File: src/rtl/ctrl_pkg.sv
// Shared types and constants for the multicycle control sequencer:
// FSM state encoding, RV32I major opcodes, datapath select encodings and
// the opcode-class record produced by the decoder.
package ctrl_pkg;

  // Encoding is visible on o_state, so the values are fixed.
  typedef enum logic [2:0] {
    ST_FETCH  = 3'd0,
    ST_DECODE = 3'd1,
    ST_EXEC   = 3'd2,
    ST_MEM    = 3'd3,
    ST_WB     = 3'd4,
    ST_TRAP   = 3'd7
  } state_e;

  typedef enum logic [1:0] {
    PC_PLUS4     = 2'd0,
    PC_ALU       = 2'd1,
    PC_ALU_ALIGN = 2'd2
  } pc_sel_e;

  typedef enum logic [1:0] {
    A_RS1   = 2'd0,
    A_OLDPC = 2'd1,
    A_ZERO  = 2'd2
  } a_sel_e;

  typedef enum logic [1:0] {
    WB_ALU = 2'd0,
    WB_MDR = 2'd1,
    WB_PC  = 2'd2
  } wb_sel_e;

  // RV32I major opcodes accepted by the core (instr[6:0]).
  localparam logic [6:0] OPC_OP     = 7'b0110011;
  localparam logic [6:0] OPC_OP_IMM = 7'b0010011;
  localparam logic [6:0] OPC_LOAD   = 7'b0000011;
  localparam logic [6:0] OPC_STORE  = 7'b0100011;
  localparam logic [6:0] OPC_BRANCH = 7'b1100011;
  localparam logic [6:0] OPC_JAL    = 7'b1101111;
  localparam logic [6:0] OPC_JALR   = 7'b1100111;
  localparam logic [6:0] OPC_LUI    = 7'b0110111;
  localparam logic [6:0] OPC_AUIPC  = 7'b0010111;
  localparam logic [6:0] OPC_FENCE  = 7'b0001111;

  // One-hot instruction class; exactly one field is set for any opcode.
  typedef struct packed {
    logic is_op;
    logic is_imm;
    logic is_load;
    logic is_store;
    logic is_branch;
    logic is_jal;
    logic is_jalr;
    logic is_lui;
    logic is_auipc;
    logic is_fence;
    logic illegal;
  } op_class_t;

endpackage

File: src/rtl/ctrl_decode.sv
// Combinational opcode-to-class decoder. Anything outside the supported
// RV32I opcode set (including SYSTEM and compressed encodings where
// instr[1:0] != 2'b11) is flagged illegal.
module ctrl_decode
  import ctrl_pkg::*;
(
  input  logic [6:0] i_opcode,
  output op_class_t  o_class
);

  // Map the major opcode onto a single class bit.
  always_comb begin
    o_class = '0;
    case (i_opcode)
      OPC_OP:     o_class.is_op     = 1'b1;
      OPC_OP_IMM: o_class.is_imm    = 1'b1;
      OPC_LOAD:   o_class.is_load   = 1'b1;
      OPC_STORE:  o_class.is_store  = 1'b1;
      OPC_BRANCH: o_class.is_branch = 1'b1;
      OPC_JAL:    o_class.is_jal    = 1'b1;
      OPC_JALR:   o_class.is_jalr   = 1'b1;
      OPC_LUI:    o_class.is_lui    = 1'b1;
      OPC_AUIPC:  o_class.is_auipc  = 1'b1;
      OPC_FENCE:  o_class.is_fence  = 1'b1;
      default:    o_class.illegal   = 1'b1;
    endcase
  end

endmodule

File: src/rtl/mc_ctrl_fsm.sv
// Multicycle control sequencer for the RV32I core. Walks each instruction
// through FETCH/DECODE/EXEC/MEM/WB, drives the datapath selects and write
// enables, owns the memory request handshake (with timeout) and traps on
// illegal opcodes or bus timeouts.
//
// Memory handshake: o_mem_req rises in FETCH/MEM and stays high, with
// o_mem_we and o_mem_is_fetch stable, until a cycle in which i_mem_ack is
// high; that cycle completes the transfer (ack may come in the very first
// request cycle). i_mem_ack is ignored whenever o_mem_req is low.
module mc_ctrl_fsm
  import ctrl_pkg::*;
#(
  parameter int unsigned TIMEOUT_CYCLES = 255
) (
  input  logic        i_clk,
  input  logic        i_rst_n,
  input  logic [31:0] i_instr,
  input  logic        i_br_taken,
  input  logic        i_mem_ack,
  output logic        o_mem_req,
  output logic        o_mem_we,
  output logic        o_mem_is_fetch,
  output logic        o_ir_we,
  output logic        o_oldpc_we,
  output logic        o_pc_we,
  output logic [1:0]  o_pc_sel,
  output logic [1:0]  o_a_sel,
  output logic        o_b_sel,
  output logic        o_alu_add,
  output logic        o_rf_we,
  output logic [1:0]  o_wb_sel,
  output logic        o_illegal,
  output logic        o_bus_err,
  output logic [2:0]  o_state
);

  // Counter is at least 8 bits, wider only if the timeout needs it.
  localparam int CNT_W = (TIMEOUT_CYCLES > 255) ? $clog2(TIMEOUT_CYCLES + 1) : 8;
  localparam logic [CNT_W-1:0] CNT_LAST = CNT_W'(TIMEOUT_CYCLES - 1);
  localparam bit TIMEOUT_EN = (TIMEOUT_CYCLES != 0);

  state_e           state_q, state_d;
  logic [CNT_W-1:0] cnt_q, cnt_d;
  logic             illegal_q, illegal_d;
  logic             bus_err_q, bus_err_d;

  op_class_t cls;
  logic      timeout_hit;

  // Ungated datapath controls, decoded from state and instruction.
  logic    mem_req, mem_we, mem_is_fetch;
  logic    ir_we, oldpc_we, pc_we;
  pc_sel_e pc_sel;
  a_sel_e  a_sel;
  logic    b_sel, alu_add, rf_we;
  wb_sel_e wb_sel;

  // Only the major opcode steers the sequencer; funct fields go to the ALU.
  logic unused_instr_bits;
  assign unused_instr_bits = ^i_instr[31:7];

  ctrl_decode u_decode (
    .i_opcode (i_instr[6:0]),
    .o_class  (cls)
  );

  // The current request cycle is the last one allowed without an ack.
  assign timeout_hit = TIMEOUT_EN && (cnt_q == CNT_LAST);

  // Next-state, timeout counter and per-state output decode.
  always_comb begin
    state_d      = state_q;
    cnt_d        = '0;
    illegal_d    = illegal_q;
    bus_err_d    = bus_err_q;
    mem_req      = 1'b0;
    mem_we       = 1'b0;
    mem_is_fetch = 1'b0;
    ir_we        = 1'b0;
    oldpc_we     = 1'b0;
    pc_we        = 1'b0;
    pc_sel       = PC_PLUS4;
    a_sel        = A_RS1;
    b_sel        = 1'b0;
    alu_add      = 1'b0;
    rf_we        = 1'b0;
    wb_sel       = WB_ALU;

    case (state_q)
      ST_FETCH: begin
        mem_req      = 1'b1;
        mem_is_fetch = 1'b1;
        if (i_mem_ack) begin
          ir_we    = 1'b1;
          oldpc_we = 1'b1;
          pc_we    = 1'b1;
          pc_sel   = PC_PLUS4;
          state_d  = ST_DECODE;
        end else if (timeout_hit) begin
          bus_err_d = 1'b1;
          state_d   = ST_TRAP;
        end else begin
          cnt_d = cnt_q + CNT_W'(1);
        end
      end

      ST_DECODE: begin
        if (cls.illegal) begin
          illegal_d = 1'b1;
          state_d   = ST_TRAP;
        end else begin
          state_d = ST_EXEC;
        end
      end

      ST_EXEC: begin
        if (cls.is_op) begin
          a_sel   = A_RS1;
          b_sel   = 1'b0;
          state_d = ST_WB;
        end else if (cls.is_imm) begin
          a_sel   = A_RS1;
          b_sel   = 1'b1;
          state_d = ST_WB;
        end else if (cls.is_lui) begin
          a_sel   = A_ZERO;
          b_sel   = 1'b1;
          alu_add = 1'b1;
          state_d = ST_WB;
        end else if (cls.is_auipc) begin
          a_sel   = A_OLDPC;
          b_sel   = 1'b1;
          alu_add = 1'b1;
          state_d = ST_WB;
        end else if (cls.is_load || cls.is_store) begin
          a_sel   = A_RS1;
          b_sel   = 1'b1;
          alu_add = 1'b1;
          state_d = ST_MEM;
        end else if (cls.is_branch) begin
          a_sel   = A_OLDPC;
          b_sel   = 1'b1;
          alu_add = 1'b1;
          pc_sel  = PC_ALU;
          pc_we   = i_br_taken;
          state_d = ST_FETCH;
        end else if (cls.is_jal || cls.is_jalr) begin
          // Link value is the PC before this edge (OLDPC+4); the new PC is
          // the ALU target, low bit cleared for JALR.
          a_sel   = cls.is_jal ? A_OLDPC : A_RS1;
          b_sel   = 1'b1;
          alu_add = 1'b1;
          pc_sel  = cls.is_jal ? PC_ALU : PC_ALU_ALIGN;
          pc_we   = 1'b1;
          rf_we   = 1'b1;
          wb_sel  = WB_PC;
          state_d = ST_FETCH;
        end else if (cls.is_fence) begin
          state_d = ST_FETCH;
        end else begin
          // IR changed under us after DECODE accepted it; stop the core.
          illegal_d = 1'b1;
          state_d   = ST_TRAP;
        end
      end

      ST_MEM: begin
        mem_req = 1'b1;
        mem_we  = cls.is_store;
        if (i_mem_ack) begin
          state_d = cls.is_store ? ST_FETCH : ST_WB;
        end else if (timeout_hit) begin
          bus_err_d = 1'b1;
          state_d   = ST_TRAP;
        end else begin
          cnt_d = cnt_q + CNT_W'(1);
        end
      end

      ST_WB: begin
        rf_we   = 1'b1;
        wb_sel  = cls.is_load ? WB_MDR : WB_ALU;
        state_d = ST_FETCH;
      end

      ST_TRAP: begin
        state_d = ST_TRAP;
      end

      default: begin
        state_d = ST_TRAP;
      end
    endcase
  end

  // State, timeout counter and sticky trap flags.
  always_ff @(posedge i_clk) begin
    if (!i_rst_n) begin
      state_q   <= ST_FETCH;
      cnt_q     <= '0;
      illegal_q <= 1'b0;
      bus_err_q <= 1'b0;
    end else begin
      state_q   <= state_d;
      cnt_q     <= cnt_d;
      illegal_q <= illegal_d;
      bus_err_q <= bus_err_d;
    end
  end

  // While reset is asserted every output is forced low, so an in-flight
  // request is abandoned in the same cycle and no write enable can fire.
  assign o_mem_req      = i_rst_n & mem_req;
  assign o_mem_we       = i_rst_n & mem_we;
  assign o_mem_is_fetch = i_rst_n & mem_is_fetch;
  assign o_ir_we        = i_rst_n & ir_we;
  assign o_oldpc_we     = i_rst_n & oldpc_we;
  assign o_pc_we        = i_rst_n & pc_we;
  assign o_pc_sel       = i_rst_n ? pc_sel : PC_PLUS4;
  assign o_a_sel        = i_rst_n ? a_sel : A_RS1;
  assign o_b_sel        = i_rst_n & b_sel;
  assign o_alu_add      = i_rst_n & alu_add;
  assign o_rf_we        = i_rst_n & rf_we;
  assign o_wb_sel       = i_rst_n ? wb_sel : WB_ALU;
  assign o_illegal      = i_rst_n & illegal_q;
  assign o_bus_err      = i_rst_n & bus_err_q;
  assign o_state        = i_rst_n ? state_q : 3'd0;

endmodule

File: config.mk
export PLATFORM = sky130hd
export DESIGN_NAME = mc_ctrl_fsm
export DESIGN_NICKNAME = d
export VERILOG_FILES = /design/src/rtl/ctrl_pkg.sv /design/src/rtl/ctrl_decode.sv /design/src/rtl/mc_ctrl_fsm.sv
export SDC_FILE = /design/constraint.sdc
export NUM_CORES = 1
export LEC_CHECK = 0
export CORE_ASPECT_RATIO = 0.7
export CORE_MARGIN = 1
export CORE_UTILIZATION = 41
export CTS_BUF_LIST = sky130_fd_sc_hd__clkbuf_4 sky130_fd_sc_hd__clkbuf_8
export CTS_CLUSTER_SIZE = 24
export DETAILED_ROUTE_END_ITERATION = 10
export PLACE_DENSITY = 0.86
export SLEW_MARGIN = 20
export SYNTH_ARGS = -nofsm -noshare
export SYNTH_HDL_FRONTEND = slang
export SYNTH_SLANG_ARGS = --single-unit
File: constraint.sdc
create_clock -name i_clk -period 3.1 [get_ports i_clk]
set_input_delay 0.31 -clock i_clk [delete_from_list [all_inputs] [get_ports i_clk]]
set_output_delay 0.31 -clock i_clk [all_outputs]
set_load 0.01 [all_outputs]
# Word-level counts from Yosys, hierarchy flattened
# Index checks and enable logic that the tools add are counted.
[op_classes]
add_sub_neg = 1
mul = 0
div_mod_pow = 0
magnitude_cmp = 0
n_eq_ne = 24
shift = 0
n_mux = 95
bitwise_logic = 13
n_reduce_logical = 9
[ops]
columns = ["op", "count"]
rows = [
  ["$mux W1", 53],
  ["$mux W2", 23],
  ["$mux W3", 14],
  ["$eq A7 B6 Y1 const B", 3],
  ["$eq A7 B7 Y1 const B", 3],
  ["$ne A2 B2 Y1 const B", 9],
  ["$pmux W3 S5", 1],
  ["$eq A7 B5 Y1 const B", 2],
  ["$and A1 B1 Y1", 10],
  ["$reduce_and A10 Y1", 1],
  ["$reduce_or A10 Y1", 1],
  ["$add A8 B1 Y8 const B", 1],
  ["$eq A8 B8 Y1 const B", 1],
  ["$eq A7 B2 Y1 const B", 1],
  ["$eq A7 B4 Y1 const B", 1],
  ["$eq A3 B2 Y1 const B", 2],
  ["$pmux W1 S2", 3],
  ["$pmux W2 S2", 1],
  ["$reduce_or A4 Y1", 1],
  ["$eq A3 B1 Y1 const B", 1],
  ["$eq A3 B3 Y1 const B", 1],
  ["$logic_not A3 Y1", 1],
  ["$not A1 Y1", 3],
  ["$reduce_and A3 Y1", 1],
  ["3 further kinds", 4],
]
[word_totals]
register_bits = 13
latch_bits = 0
mem_bits_rw = 0
romBits = 0
input_bits = 36
output_inout_bits = 20
elab_cells = 146
mem_count = 0

# Depth between registers and ports, before layout
[depth]
word_depth = 12
depth_mapped = 6

# Hierarchy
# A second synthesis with hierarchy kept.
[unflattened]
cells_unflattened = 138
area_unflattened_um2 = 1074.8
[modules_own_cells]
columns = ["module", "n_inst", "cells_per_inst", "area_per_inst_um2", "seq_area_each_um2"]
rows = [
  ["mc_ctrl_fsm", 1, 113, 912.1, 260.2],
  ["ctrl_decode", 1, 25, 162.7, 0.0],
]

# Least setup slack after synthesis
# Ideal clock, no wire load.
[synth_timing]
kind = "reg2out"
from = "reg state_q[2]"
to = "out o_a_sel[1]"
arrival_ps = 1413
required_time_ps = 2790
slack_ps = 1377
path_stages_with_launch = 5
n_path_buf = 1
cell_sequence = "dfxtp_1 nand2b_1 buf_6 or3_4 nor4_1"
[synth_via]
elab_chain_len = 3
[synth_rtl]
columns = ["element", "line_no", "rtl"]
rows = [
  ["start: declaration", "mc_ctrl_fsm.sv:42", "state_e state_q, state_d;"],
  ["start signal: assignment", "mc_ctrl_fsm.sv:204", "state_q <= state_d;"],
  ["$eq A3 B2 Y1", "mc_ctrl_fsm.sv:89", "case (state_q)"],
  ["$mux W2", "mc_ctrl_fsm.sv:89", ""],
  ["$mux W2", "mc_ctrl_fsm.sv:220", "assign o_a_sel = i_rst_n ? a_sel : A_RS1;"],
  ["end: declaration", "mc_ctrl_fsm.sv:27", "output logic [1:0] o_a_sel,"],
]
# Every way passes these cells.

# Worst setup path after layout
[layout_timing]
from = "in i_instr[5]"
to = "out o_a_sel[0]"
[layout_via]
elab_chain_len = 12
elab_cells_between_ends = 30
[layout_rtl]
columns = ["element", "line_no", "rtl"]
rows = [
  ["start: declaration", "mc_ctrl_fsm.sv:17", "input logic [31:0] i_instr,"],
  ["$eq A7 B7 Y1", "ctrl_decode.sv:14", "case (i_opcode)"],
  ["$mux W1", "ctrl_decode.sv:14", ""],
  ["$mux W1 / $logic_or A1 B1 Y1 (equally long branches)", "mc_ctrl_fsm.sv:150, mc_ctrl_fsm.sv:147", ""],
  ["$mux W1", "mc_ctrl_fsm.sv:147", "end else if (cls.is_jal || cls.is_jalr) begin"],
  ["$mux W1", "mc_ctrl_fsm.sv:140", "end else if (cls.is_branch) begin"],
  ["$mux W1", "mc_ctrl_fsm.sv:135", "end else if (cls.is_load || cls.is_store) begin"],
  ["$mux W1", "mc_ctrl_fsm.sv:130", "end else if (cls.is_auipc) begin"],
  ["$mux W2", "mc_ctrl_fsm.sv:125", "end else if (cls.is_lui) begin"],
  ["$mux W2", "mc_ctrl_fsm.sv:121", "end else if (cls.is_imm) begin"],
  ["$mux W2 (*)", "mc_ctrl_fsm.sv:117", "if (cls.is_op) begin"],
  ["$mux W2 (*)", "mc_ctrl_fsm.sv:89", ""],
  ["$mux W2 (*)", "mc_ctrl_fsm.sv:220", ""],
]
# Every way passes the cells marked *; elsewhere a longest branch is shown, timed or not.

==> results.md <==
- Highest clock rate: 373.9 MHz
- CTS Root Cell: clkbuf_4
- Setup crit end kind: primary output
- Aggregate global-route resource usage: about a fifth
- Dominant cell type by count on the critical path: clkdlybuf4s50_1
- CP delay by family, top: buffers and inverters
- CP Depth: 7
- Distinct cells, synth: 45
- Commonest non-fill, non-tap cell in the layout: clkdlybuf4s50_1
- CTS tree: done
- CTS sink cnt: 13
- Synth top area share: 26.70%
- CTS Hold Buffers Added: 0
- Startpoint types: primary input
- Arrival time worst endpoint: 2.36 ns
- Mean area per synthesized cell: 7.498 um2
- Worst slew pin tran: 0.5051 ns
- Capture point of the worst reg-to-reg path: state_q[2]
- Share of post-route cells with drive strength above 1: 7.595%
- Hold wc startpoint: bus_err_q
- Seq cells post-synth: 13
- Critical path startpoint: i_instr[5]
- Initial Util: 44.51%
- Sequential area share after synthesis: 26.70%
- Vias in the first global route: 917
- H-tree Lvls: 1
- Vias: 1063
- Max-slew violations: 0
- Worst vdd rail ir drop: 0.0002386 V
- Maxcap violations: 0
- GRT overflow: 0
- Post-DR vias/cell: about 5.6
- Switching Fraction: 37.99%
- Synthesized net count: 168
- CP endpoint: o_a_sel[0]
- Reg2Reg Depth: 4
- Cell accounting for the most synthesized area: dfxtp_1
- Clock share of power: 17.6%
- Cell count after synthesis: 130
- Antenna viol nets, final: 0
- Final hold violations: 0
- Die area: approximately 0.0026 mm2
- Hold Path Class: flop to flop
- Slowest CP cell: clkdlybuf4s50_1
- Most frequent cells in the layout: clkdlybuf4s50_1 (30), nor2_1 (18), dfxtp_1 (13), nand2_1 (8)
- Final WL: around 2.6 mm
- Die width: approximately 60 um
- Comb pwr share: approximately 44%
- Period utilisation layout: 86.28%
- Cells along the critical path: clkdlybuf4s50_1 > nor2b_1 > and2_1 > a21oi_1 > a2bb2oi_1 > nor2_1 > clkdlybuf4s50_1
- Hpwl dp: about 2 mm
- Crit path buf inv count: 2
- # DRC: 0
- Worst hold slack: around 0.46 ns
- First-pass GRT wire length: 4.181 mm
- Post-CTS Resized: 0
- CP max FO: 8
- Total number of yosys warnings: 0
- FILL cells: 208
- DR pass1 iterations: 4
- Status: complete, no violations
- Placed cell count: 186
- Number of post-CTS setup repair buffers: 0
- Flop-to-flop setup slack: 1.60 ns
- Design Power: ~650 uW
- RSZ-0062 raised after global routing: no
- Sum of negative setup slack: 0 ns
- Final Wtd Congestion: 0.9426
- Core area: 0.002190 mm2
- Clock Tree Buf Depth: 2
- Buffers on Ports: 30
- Chip height: between 40 and 50 um
- Worst r2r src: state_q[1]
- Number of diodes: 0
- Int Pwr: 400.6 uW
- Routed length per instance: ~14 um
- Initial DRC Count: 51
- Leak: 0.0004757 uW
- Final net count: between 150 and 200
- Cell Area, Synth: 974.7 um2
- WP data required: 2.79 ns
- Area grow syn2layout: 34.66%
- Final Critical Period: 2.675 ns
- Clk Latency, worst-skew pair: ~0.28 ns
- PD cells: 492.2 mW/mm2
- Synth top area cells: dfxtp_1 (27%), nor2_1 (6.9%), xor2_1 (6.3%)
- Largest net degree at the start of global routing: 13
- IO Count: 56
- Finish-stage setup viols: 0
- Final cell count without fillers: 190
- Clk slew on worst S/H paths: roughly 0.080 ns
- CP max stage delay: a little over 0.6 ns
- Placed inst area: roughly 0.0013 mm2
- Clock skew: 0.002486 ns
- Post-route cell area: between 0.001 and 0.0015 mm2
- TritonCTS Buffers: 3
- Slew Limit Headroom: 66.02%
- Antenna violations before repair: 0
- Setup Crit Path Kind: primary input to primary output
- Net Switching: between 200 and 250 uW
- Row cnt: 14
- Sequential Power Share: a little under two fifths
## Yosys cell counts (all sizes together)
library cell,instances
nand4,3
dfxtp,13
clkbuf,1
nor2,18
o21a,2
nand2,8
o21bai,2
and4,1
o211ai,2
xnor2,1
nor4,4
a2111oi,1
nand3,5
o21ai,7
nor3,5
a311o,1
a22oi,1
a21oi,7
inv,5
o21ba,1
a211o,1
a21boi,1
ha,2
xor2,7
nor4b,1
or3,2
and3,3
o41ai,1
nor2b,1
buf,7
nand3b,1
a31oi,3
a2bb2oi,1
and2,6
nor3b,1
nand2b,4
## metrics by stage
stage	worst slack (ns)	util, %
after floorplan	1.377	-
after global placement	0.4958	58.57
after detailed placement	0.4480	58.57
after CTS	0.4412	59.94
after global routing	0.3043	59.94
final	0.4254	59.94
## worst register-to-register path: stages, from the launching register on
cell and delay [ns]:
dfxtp_1 0.55, xor2_1 0.19, nor4_1 0.48, o21ai_1 0.11
o211ai_1 0.10
## flip-flops by register name (all words and copies together) (netlist names)
signal / cells
cnt_q: 8
illegal_q: 1
bus_err_q: 1
state_q: 3
## power groups by stage
stage,Combinational (uW),Clock [uW],Sequential (uW)
after floorplan,207,0,218
final,285,114,247
after global routing,312,123,253
after detailed placement,280,0,249
after global placement,272,0,247
after CTS,283,116,247
## per-layer routing
layer / vias up / routed length [um] / global-route usage, %
met4: 0 / 30 / 4.186
met5: - / 0 / 0
met2: 60 / 1175 / 32.09
met3: 4 / 222 / 3.659
met1: 482 / 1157 / 31.41
li1: 517 / - / -
## kinds of logic after synthesis
| family | after synthesis | share of synthesized area [%] |
|---|---|---|
| fa+ha+maj | 2 | 2.567 |
| compound gates | 31 | 21.69 |
| buf+inv | 13 | 6.802 |
| xor+xnor | 8 | 7.189 |
| flops | 13 | 26.70 |
| simple gates | 63 | 35.05 |
## worst min path at each step
stage                 to  cells after the start  slack (ns)
2_1_floorplan  bus_err_q                      1        0.43
3_5_place_dp   bus_err_q                      1        0.45
3_3_place_gp   bus_err_q                      1        0.44
5_1_grt        bus_err_q                      1        0.49
4_1_cts        bus_err_q                      1        0.47
6_report       bus_err_q                      1        0.46
## layout make-up
class	instances	area (um2)	share of cell area [%]
Multi-Input combinational cell	104	648.1	49.38
Timing Repair Buffer	32	315.3	24.02
Sequential cell	13	260.3	19.83
Tap cell	32	40.04	3.051
Clock buffer	4	30.03	2.288
Inverter	5	18.77	1.430
Power figures use the tool's default switching activity.
